[src/rtl/key_switch_conditioner.sv]
// Synchronise, debounce and edge-detect the DE2 KEY/SW inputs ahead of the keys/switches PIOs.
// Optional build macro KEY_AUTOREPEAT_EN adds per-key auto-repeat of key_press.
module key_switch_conditioner #(
  parameter int NUM_KEYS        = 3,
  parameter int NUM_SW          = 18,
  parameter int DEBOUNCE_CYCLES = 500000,
  parameter int REPEAT_DELAY    = 25000000,
  parameter int REPEAT_PERIOD   = 5000000
) (
  input  logic                clk_clk,
  input  logic                reset_reset,
  input  logic [NUM_KEYS-1:0] key_n_raw,
  input  logic [NUM_SW-1:0]   sw_raw,
  output logic [NUM_KEYS-1:0] keys_export,
  output logic [NUM_SW-1:0]   switches_export,
  output logic [NUM_KEYS-1:0] key_press,
  output logic [NUM_KEYS-1:0] key_release,
  output logic                sw_change
);

  localparam int N  = NUM_KEYS + NUM_SW;
  localparam int CW = (DEBOUNCE_CYCLES > 1) ? $clog2(DEBOUNCE_CYCLES) : 1;
  localparam logic [CW-1:0] CNT_MAX = CW'(DEBOUNCE_CYCLES - 1);
  // Keys idle high (released), switches idle low.
  localparam logic [N-1:0]  RST_VAL = {{NUM_SW{1'b0}}, {NUM_KEYS{1'b1}}};

  logic [N-1:0]        raw;
  logic [N-1:0]        s1_q, s2_q;
  logic [N-1:0]        stable_q, stable_d;
  logic [CW-1:0]       cnt_q [N];
  logic [CW-1:0]       cnt_d [N];
  logic [NUM_KEYS-1:0] press_q, press_d;
  logic [NUM_KEYS-1:0] release_q, release_d;
  logic                sw_change_q, sw_change_d;
  logic [NUM_KEYS-1:0] fall;

  assign raw = {sw_raw, key_n_raw};

  always_comb begin
    stable_d = stable_q;
    for (int unsigned i = 0; i < N; i++) begin
      cnt_d[i] = '0;
      if (s2_q[i] != stable_q[i]) begin
        if (cnt_q[i] == CNT_MAX) stable_d[i] = s2_q[i];
        else                     cnt_d[i]    = cnt_q[i] + CW'(1);
      end
    end
    fall        = stable_q[NUM_KEYS-1:0] & ~stable_d[NUM_KEYS-1:0];
    release_d   = ~stable_q[NUM_KEYS-1:0] & stable_d[NUM_KEYS-1:0];
    sw_change_d = |(stable_q[N-1:NUM_KEYS] ^ stable_d[N-1:NUM_KEYS]);
  end

`ifdef KEY_AUTOREPEAT_EN
  localparam int RMAX = (REPEAT_DELAY > REPEAT_PERIOD) ? REPEAT_DELAY : REPEAT_PERIOD;
  localparam int RW   = (RMAX > 1) ? $clog2(RMAX + 1) : 1;
  localparam logic [RW-1:0] DELAY_M1  = RW'(REPEAT_DELAY - 1);
  localparam logic [RW-1:0] PERIOD_M1 = RW'(REPEAT_PERIOD - 1);

  logic [RW-1:0]       rep_cnt_q [NUM_KEYS];
  logic [RW-1:0]       rep_cnt_d [NUM_KEYS];
  logic [NUM_KEYS-1:0] rep_first_q, rep_first_d;

  // rep_first selects the initial delay; afterwards the shorter period applies.
  always_comb begin
    press_d     = fall;
    rep_first_d = rep_first_q;
    for (int unsigned k = 0; k < NUM_KEYS; k++) begin
      rep_cnt_d[k] = rep_cnt_q[k];
      if (stable_d[k] || fall[k]) begin
        rep_cnt_d[k]   = '0;
        rep_first_d[k] = 1'b1;
      end else if (rep_first_q[k] && rep_cnt_q[k] == DELAY_M1) begin
        press_d[k]     = 1'b1;
        rep_cnt_d[k]   = '0;
        rep_first_d[k] = 1'b0;
      end else if (!rep_first_q[k] && rep_cnt_q[k] == PERIOD_M1) begin
        press_d[k]     = 1'b1;
        rep_cnt_d[k]   = '0;
      end else begin
        rep_cnt_d[k]   = rep_cnt_q[k] + RW'(1);
      end
    end
  end

  always_ff @(posedge clk_clk) begin
    if (reset_reset) begin
      rep_first_q <= '1;
      for (int unsigned k = 0; k < NUM_KEYS; k++) rep_cnt_q[k] <= '0;
    end else begin
      rep_first_q <= rep_first_d;
      for (int unsigned k = 0; k < NUM_KEYS; k++) rep_cnt_q[k] <= rep_cnt_d[k];
    end
  end
`else
  always_comb press_d = fall;
`endif

  always_ff @(posedge clk_clk) begin
    if (reset_reset) begin
      s1_q        <= RST_VAL;
      s2_q        <= RST_VAL;
      stable_q    <= RST_VAL;
      press_q     <= '0;
      release_q   <= '0;
      sw_change_q <= 1'b0;
      for (int unsigned i = 0; i < N; i++) cnt_q[i] <= '0;
    end else begin
      s1_q        <= raw;
      s2_q        <= s1_q;
      stable_q    <= stable_d;
      press_q     <= press_d;
      release_q   <= release_d;
      sw_change_q <= sw_change_d;
      for (int unsigned i = 0; i < N; i++) cnt_q[i] <= cnt_d[i];
    end
  end

  assign keys_export     = stable_q[NUM_KEYS-1:0];
  assign switches_export = stable_q[N-1:NUM_KEYS];
  assign key_press       = press_q;
  assign key_release     = release_q;
  assign sw_change       = sw_change_q;

endmodule

[config.mk]
export PLATFORM = sky130hd
export DESIGN_NAME = key_switch_conditioner
export DESIGN_NICKNAME = d
export VERILOG_FILES = /design/src/rtl/key_switch_conditioner.sv
export SDC_FILE = /design/constraint.sdc
export NUM_CORES = 1
export LEC_CHECK = 0
export ABC_AREA = 0
export CELL_PAD_IN_SITES_DETAIL_PLACEMENT = 1
export CELL_PAD_IN_SITES_GLOBAL_PLACEMENT = 2
export CORE_MARGIN = 2
export CORE_UTILIZATION = 35
export CTS_BUF_LIST = sky130_fd_sc_hd__clkbuf_8
export DETAILED_ROUTE_END_ITERATION = 8
export PLACE_DENSITY_LB_ADDON = 0.1
export SYNTH_ARGS = -nofsm -noshare
export SYNTH_HDL_FRONTEND = slang
export SYNTH_SLANG_ARGS = --single-unit
[constraint.sdc]
create_clock -name clk_clk -period 4.2 [get_ports clk_clk]
set_input_delay 0.84 -clock clk_clk [delete_from_list [all_inputs] [get_ports clk_clk]]
set_output_delay 0.84 -clock clk_clk [all_outputs]
set_load 0.02 [all_outputs]
Word-level counts from Yosys, hierarchy flattened
Memories as Yosys holds them, arrays and structs flattened.
Cells that the tools add are included.
{"block": "word_totals", "ram_bits": 399, "in_bits": 23, "wordCells": 205, "n_memories": 1, "register_bits": 70}
{"block": "classes", "bitwise": 26, "reduce_logical": 1, "eq_ne": 42, "addsub": 21, "mux": 108}
{"memory": "cnt_q", "words": 21, "width": 19, "read_ports": 21, "rd_clocked_by_memory_dff": 0, "write_ports": 21, "line_no": "30", "rtl": "logic [CW-1:0] cnt_q [N];"}
{"op": "$mux W19", "count": 63}
{"op": "$add A19 B1 Y19 const B", "count": 21}
{"op": "$eq A19 B19 Y1 const B", "count": 21}
{"op": "$mux W1", "count": 45}
{"op": "$ne A1 B1 Y1", "count": 21}
{"op": "$or A1 B1 Y1", "count": 21}
{"op": "$reduce_or A18 Y1", "count": 1}
{"op": "$xor A18 B18 Y18", "count": 1}
{"op": "$and A3 B3 Y3", "count": 2}
{"op": "$not A3 Y3", "count": 2}

Depth between registers and ports, before layout
{"block": "logic_depth", "ltp_word": 5, "ltp_mapped": 9}

Worst setup path before layout
No wires, ideal clock.
{"block": "synth_path", "path_kind": "register to register", "from": "memory cnt_q[0][0] (netlist name)", "to": "memory cnt_q[0][11] (netlist name)", "setup_ns": 0.115, "required_time_ns": 4.085, "t_arrival_ns": 1.942, "stages_incl_launch_ff": 9, "path_slack_ns": 2.144, "path_cell_list": "dfxtp_1 > ha_1 > and4_1 > nand2_1 > or4_1 > nand2b_1 > buf_2 > buf_4 > nor2_1"}
{"element": "start: declaration", "line_no": "30"}

==> results.cfg <==
[hold_path]
min_to = s2_q[1]$_SDFF_PP1_
hp-start = s1_q[1]$_SDFF_PP1_
holdCritPathClass = flop to flop
min_path_cells = 1

[critical_path]
r2r_end = sw_change$_SDFF_PP0_
endpoint_kind = flop
crit_required_ns = 4.74
cp.arrival_ns = 3.24
r2r-start = cnt_q[2][27]$_SDFF_PP0_
worst_setup_path_start_kind = flop
path_max_fanout = 6
reg2reg_depth = 5
critPathKind = flop to flop
r2r_setup_slack_ns = 1.51

[routing]
drtAntennaViolNets = 0
drc = 0
first_iter_violations = 468
via_count = 15080
via_per_inst = 4.802
first_pass_iters = 4
post_drt_wl_per_cell_um = 13.85
wl_mm = 43.51

[sta]
slew_headroom = 0.3429
rsz0062_at_grt = false
clock.fmax_mhz = 371.5
hold_viol = 0
worst_slew_pin_slew_ns = 0.9767
clock-skew-final_ns = 0.01799
drv_slew = 0
fin_crit_ns = 2.692
setup_viol = 0
finalCritPeriodShare = 0.6409
tns_ns = 0

[yosys]
synth_area_mm2 = 0.01977
synth_seq_cells = 469
ys_types = 53
synthArstFlopShare = 0
yosysWarnings = 0
syn_inst = 2241
synth-seq-area-share = 0.4750
postSynthAreaPerCell_um2 = 8.820
synthFlopType = dfxtp_1
synth_edf_count = 0
syn_nets = 2285

[global_route]
grt_pass1_wl_mm = 76.09
antenna_found_initial = 0
grt_use_total = 0.1522
grt_max_degree = 54
grt-ovfl-total = 0
first_global_vias = 15870

[die]
rows = 87
fp.dieH_um = 241.6
floorplan.initialDensity = 0.3526
ios = 51
die_w_um = 241.6
coreArea_mm2 = 0.05606
die_area_mm2 = 0.05839

[clocking]
worstSkewPairLatency_ns = 0.66
cts.clk_slew.worst_paths_ns = 0.06
ctsHtreeMaxLevel = 3
cts_tree = built
clock_sinks = 469
ctsHoldBuffers = 0
cts_setup_buffers = 0
cts_made_buffers = 87
clock_path_buffers = 3
post_cts_resized = 0
cts_root_buf = clkbuf_8

[status]
outcome = finished, final reports clean

[flow_run]
max_cap_viol_count = 0

[final_layout]
diodes = 0
utilization = 0.4051
drive_gt1_frac = 0.06247
stdcell_count = 3141
finish.net_count = 2368
area_growth_pct = 14.89

[pwr]
ir_drop_mv = 0.1900
p_leak_nw = 7.123
p_per_area_mw_per_mm2 = 396.0

[placed_design]
placedCellCount = 2991
io_buffers = 50
hpwl_mm = 29.57
gp_congestion = 0.7495
-- worst max path at each step --
| stage | start | to | slack (ns) | cells past startpoint |
|---|---|---|---|---|
| 2_1_floorplan | cnt_q[0][0]$_SDFF_PP0_ | cnt_q[0][11]$_SDFF_PP0_ | 2.14 | 8 |
| 3_3_place_gp | reset_reset | cnt_q[2][87]$_SDFF_PP0_ | 1.55 | 4 |
| 3_5_place_dp | reset_reset | cnt_q[0][121]$_SDFF_PP0_ | 1.49 | 4 |
| 4_1_cts | cnt_q[2][27]$_SDFF_PP0_ | sw_change$_SDFF_PP0_ | 1.48 | 5 |
| 5_1_grt | cnt_q[2][27]$_SDFF_PP0_ | sw_change$_SDFF_PP0_ | 1.41 | 5 |
| 6_report | cnt_q[2][27]$_SDFF_PP0_ | sw_change$_SDFF_PP0_ | 1.51 | 5 |
-- critical path: stages, from the launching register on --
cell,delay [ns]
dfxtp_1,0.43
or4b_1,0.47
or4_4,0.57
o32ai_1,0.58
nor4_1,0.23
a41oi_1,0.31
-- power by group --
part / switching [mW] / internal (mW)
clock network: 1.92 / 2.48
registers: 0.0143 / 4.48
logic: 0.0608 / 0.0411
total: 1.99 / 7.00
-- cells by family after synthesis --
family / share of synthesized area
simple gates: 0.3046
flops: 0.4750
xor+xnor: 0.1671
buf+inv: 0.02608
compound gates: 0.008357
fa+ha+maj: 0.01329
mux: 0.005571
-- layout by cell type (no fill, tap or decap), types with 3 or more instances in the layout --
| cell | count |
|---|---|
| or2_2 | 10 |
| o21ai_0 | 9 |
| nor3b_1 | 3 |
| inv_1 | 86 |
| nor4_1 | 35 |
| clkdlybuf4s50_1 | 49 |
| or4_1 | 13 |
| nand2_1 | 120 |
| mux2i_1 | 11 |
| clkbuf_8 | 115 |
| xor2_1 | 147 |
| a21oi_1 | 9 |
| buf_4 | 4 |
| nor2b_1 | 47 |
| or3b_2 | 3 |
| and3b_1 | 4 |
| xnor2_1 | 230 |
| nor4bb_1 | 9 |
| nor4b_1 | 22 |
| and2_1 | 4 |
| ha_1 | 21 |
| nor2_1 | 518 |
| nor3_1 | 62 |
| clkinvlp_4 | 4 |
| and3_1 | 56 |
| nand3_1 | 147 |
| nand3b_1 | 3 |
| or4b_1 | 3 |
| o32ai_1 | 3 |
| or3_1 | 19 |
| and4_1 | 33 |
| clkinv_2 | 5 |
| nand2b_1 | 6 |
| dfxtp_1 | 469 |
| nand4_1 | 85 |
-- cells in the mapped netlist (all sizes together) (4+ instances only) --
cell type,n,area share
xor2,147,0.065
buf,21,0.0063
or4,15,0.0060
a21oi,9,0.0023
and3b,4,0.0018
dfxtp,469,0.48
or4b,4,0.0020
nor2b,47,0.015
or2,10,0.0032
and3,57,0.018
clkbuf,38,0.0082
xnor2,230,0.10
nand2b,6,0.0019
nand3,147,0.037
nand2,120,0.023
o21ai,9,0.0023
nor4b,22,0.0097
ha,21,0.013
and2,5,0.0016
nor3,62,0.016
inv,61,0.012
and4,34,0.015
mux2i,11,0.0056
nor2,518,0.098
or3,19,0.0060
nor4,35,0.011
nand4,85,0.027
nor4bb,9,0.0046
-- layer usage --
metal  wire (µm)  track usage  vias to the layer above
li1            -            -                     7675
met1       20760       0.1907                     7183
met2       20220       0.2566                      128
met3        1398      0.03541                       98
met4        1129      0.05170                        0
met5           0            0                        -
-- state kept, by name, indices dropped and copies added, names as in the netlist --
name	flops
sw_change	1
cnt_q	399
key_release	3
s1_q	21
stable_q	21
s2_q	21
key_press	3
-- metrics by stage --
step,cell area (µm²),hold slack (ns),setup slack [ns],total power [mW]
after floorplan,19770,0.3895,2.144,4.652
after global placement,20950,0.3916,1.552,4.689
after detailed placement,20950,0.3993,1.494,4.692
after CTS,22710,0.4106,1.476,9.215
after global routing,22710,0.4290,1.409,9.435
final,22710,0.4073,1.508,8.993
-- area by class of cell --
cell class | count | area, µm²
Fill cell | 6470 | 33350
Multi-Input combinational cell | 1652 | 9862
Sequential cell | 469 | 9389
Clock buffer | 115 | 1583
Tap cell | 756 | 945.9
Timing Repair Buffer | 53 | 520.5
Inverter | 61 | 229.0
Clock inverter | 35 | 178.9
No activity file was read; power rests on OpenSTA's default activity.
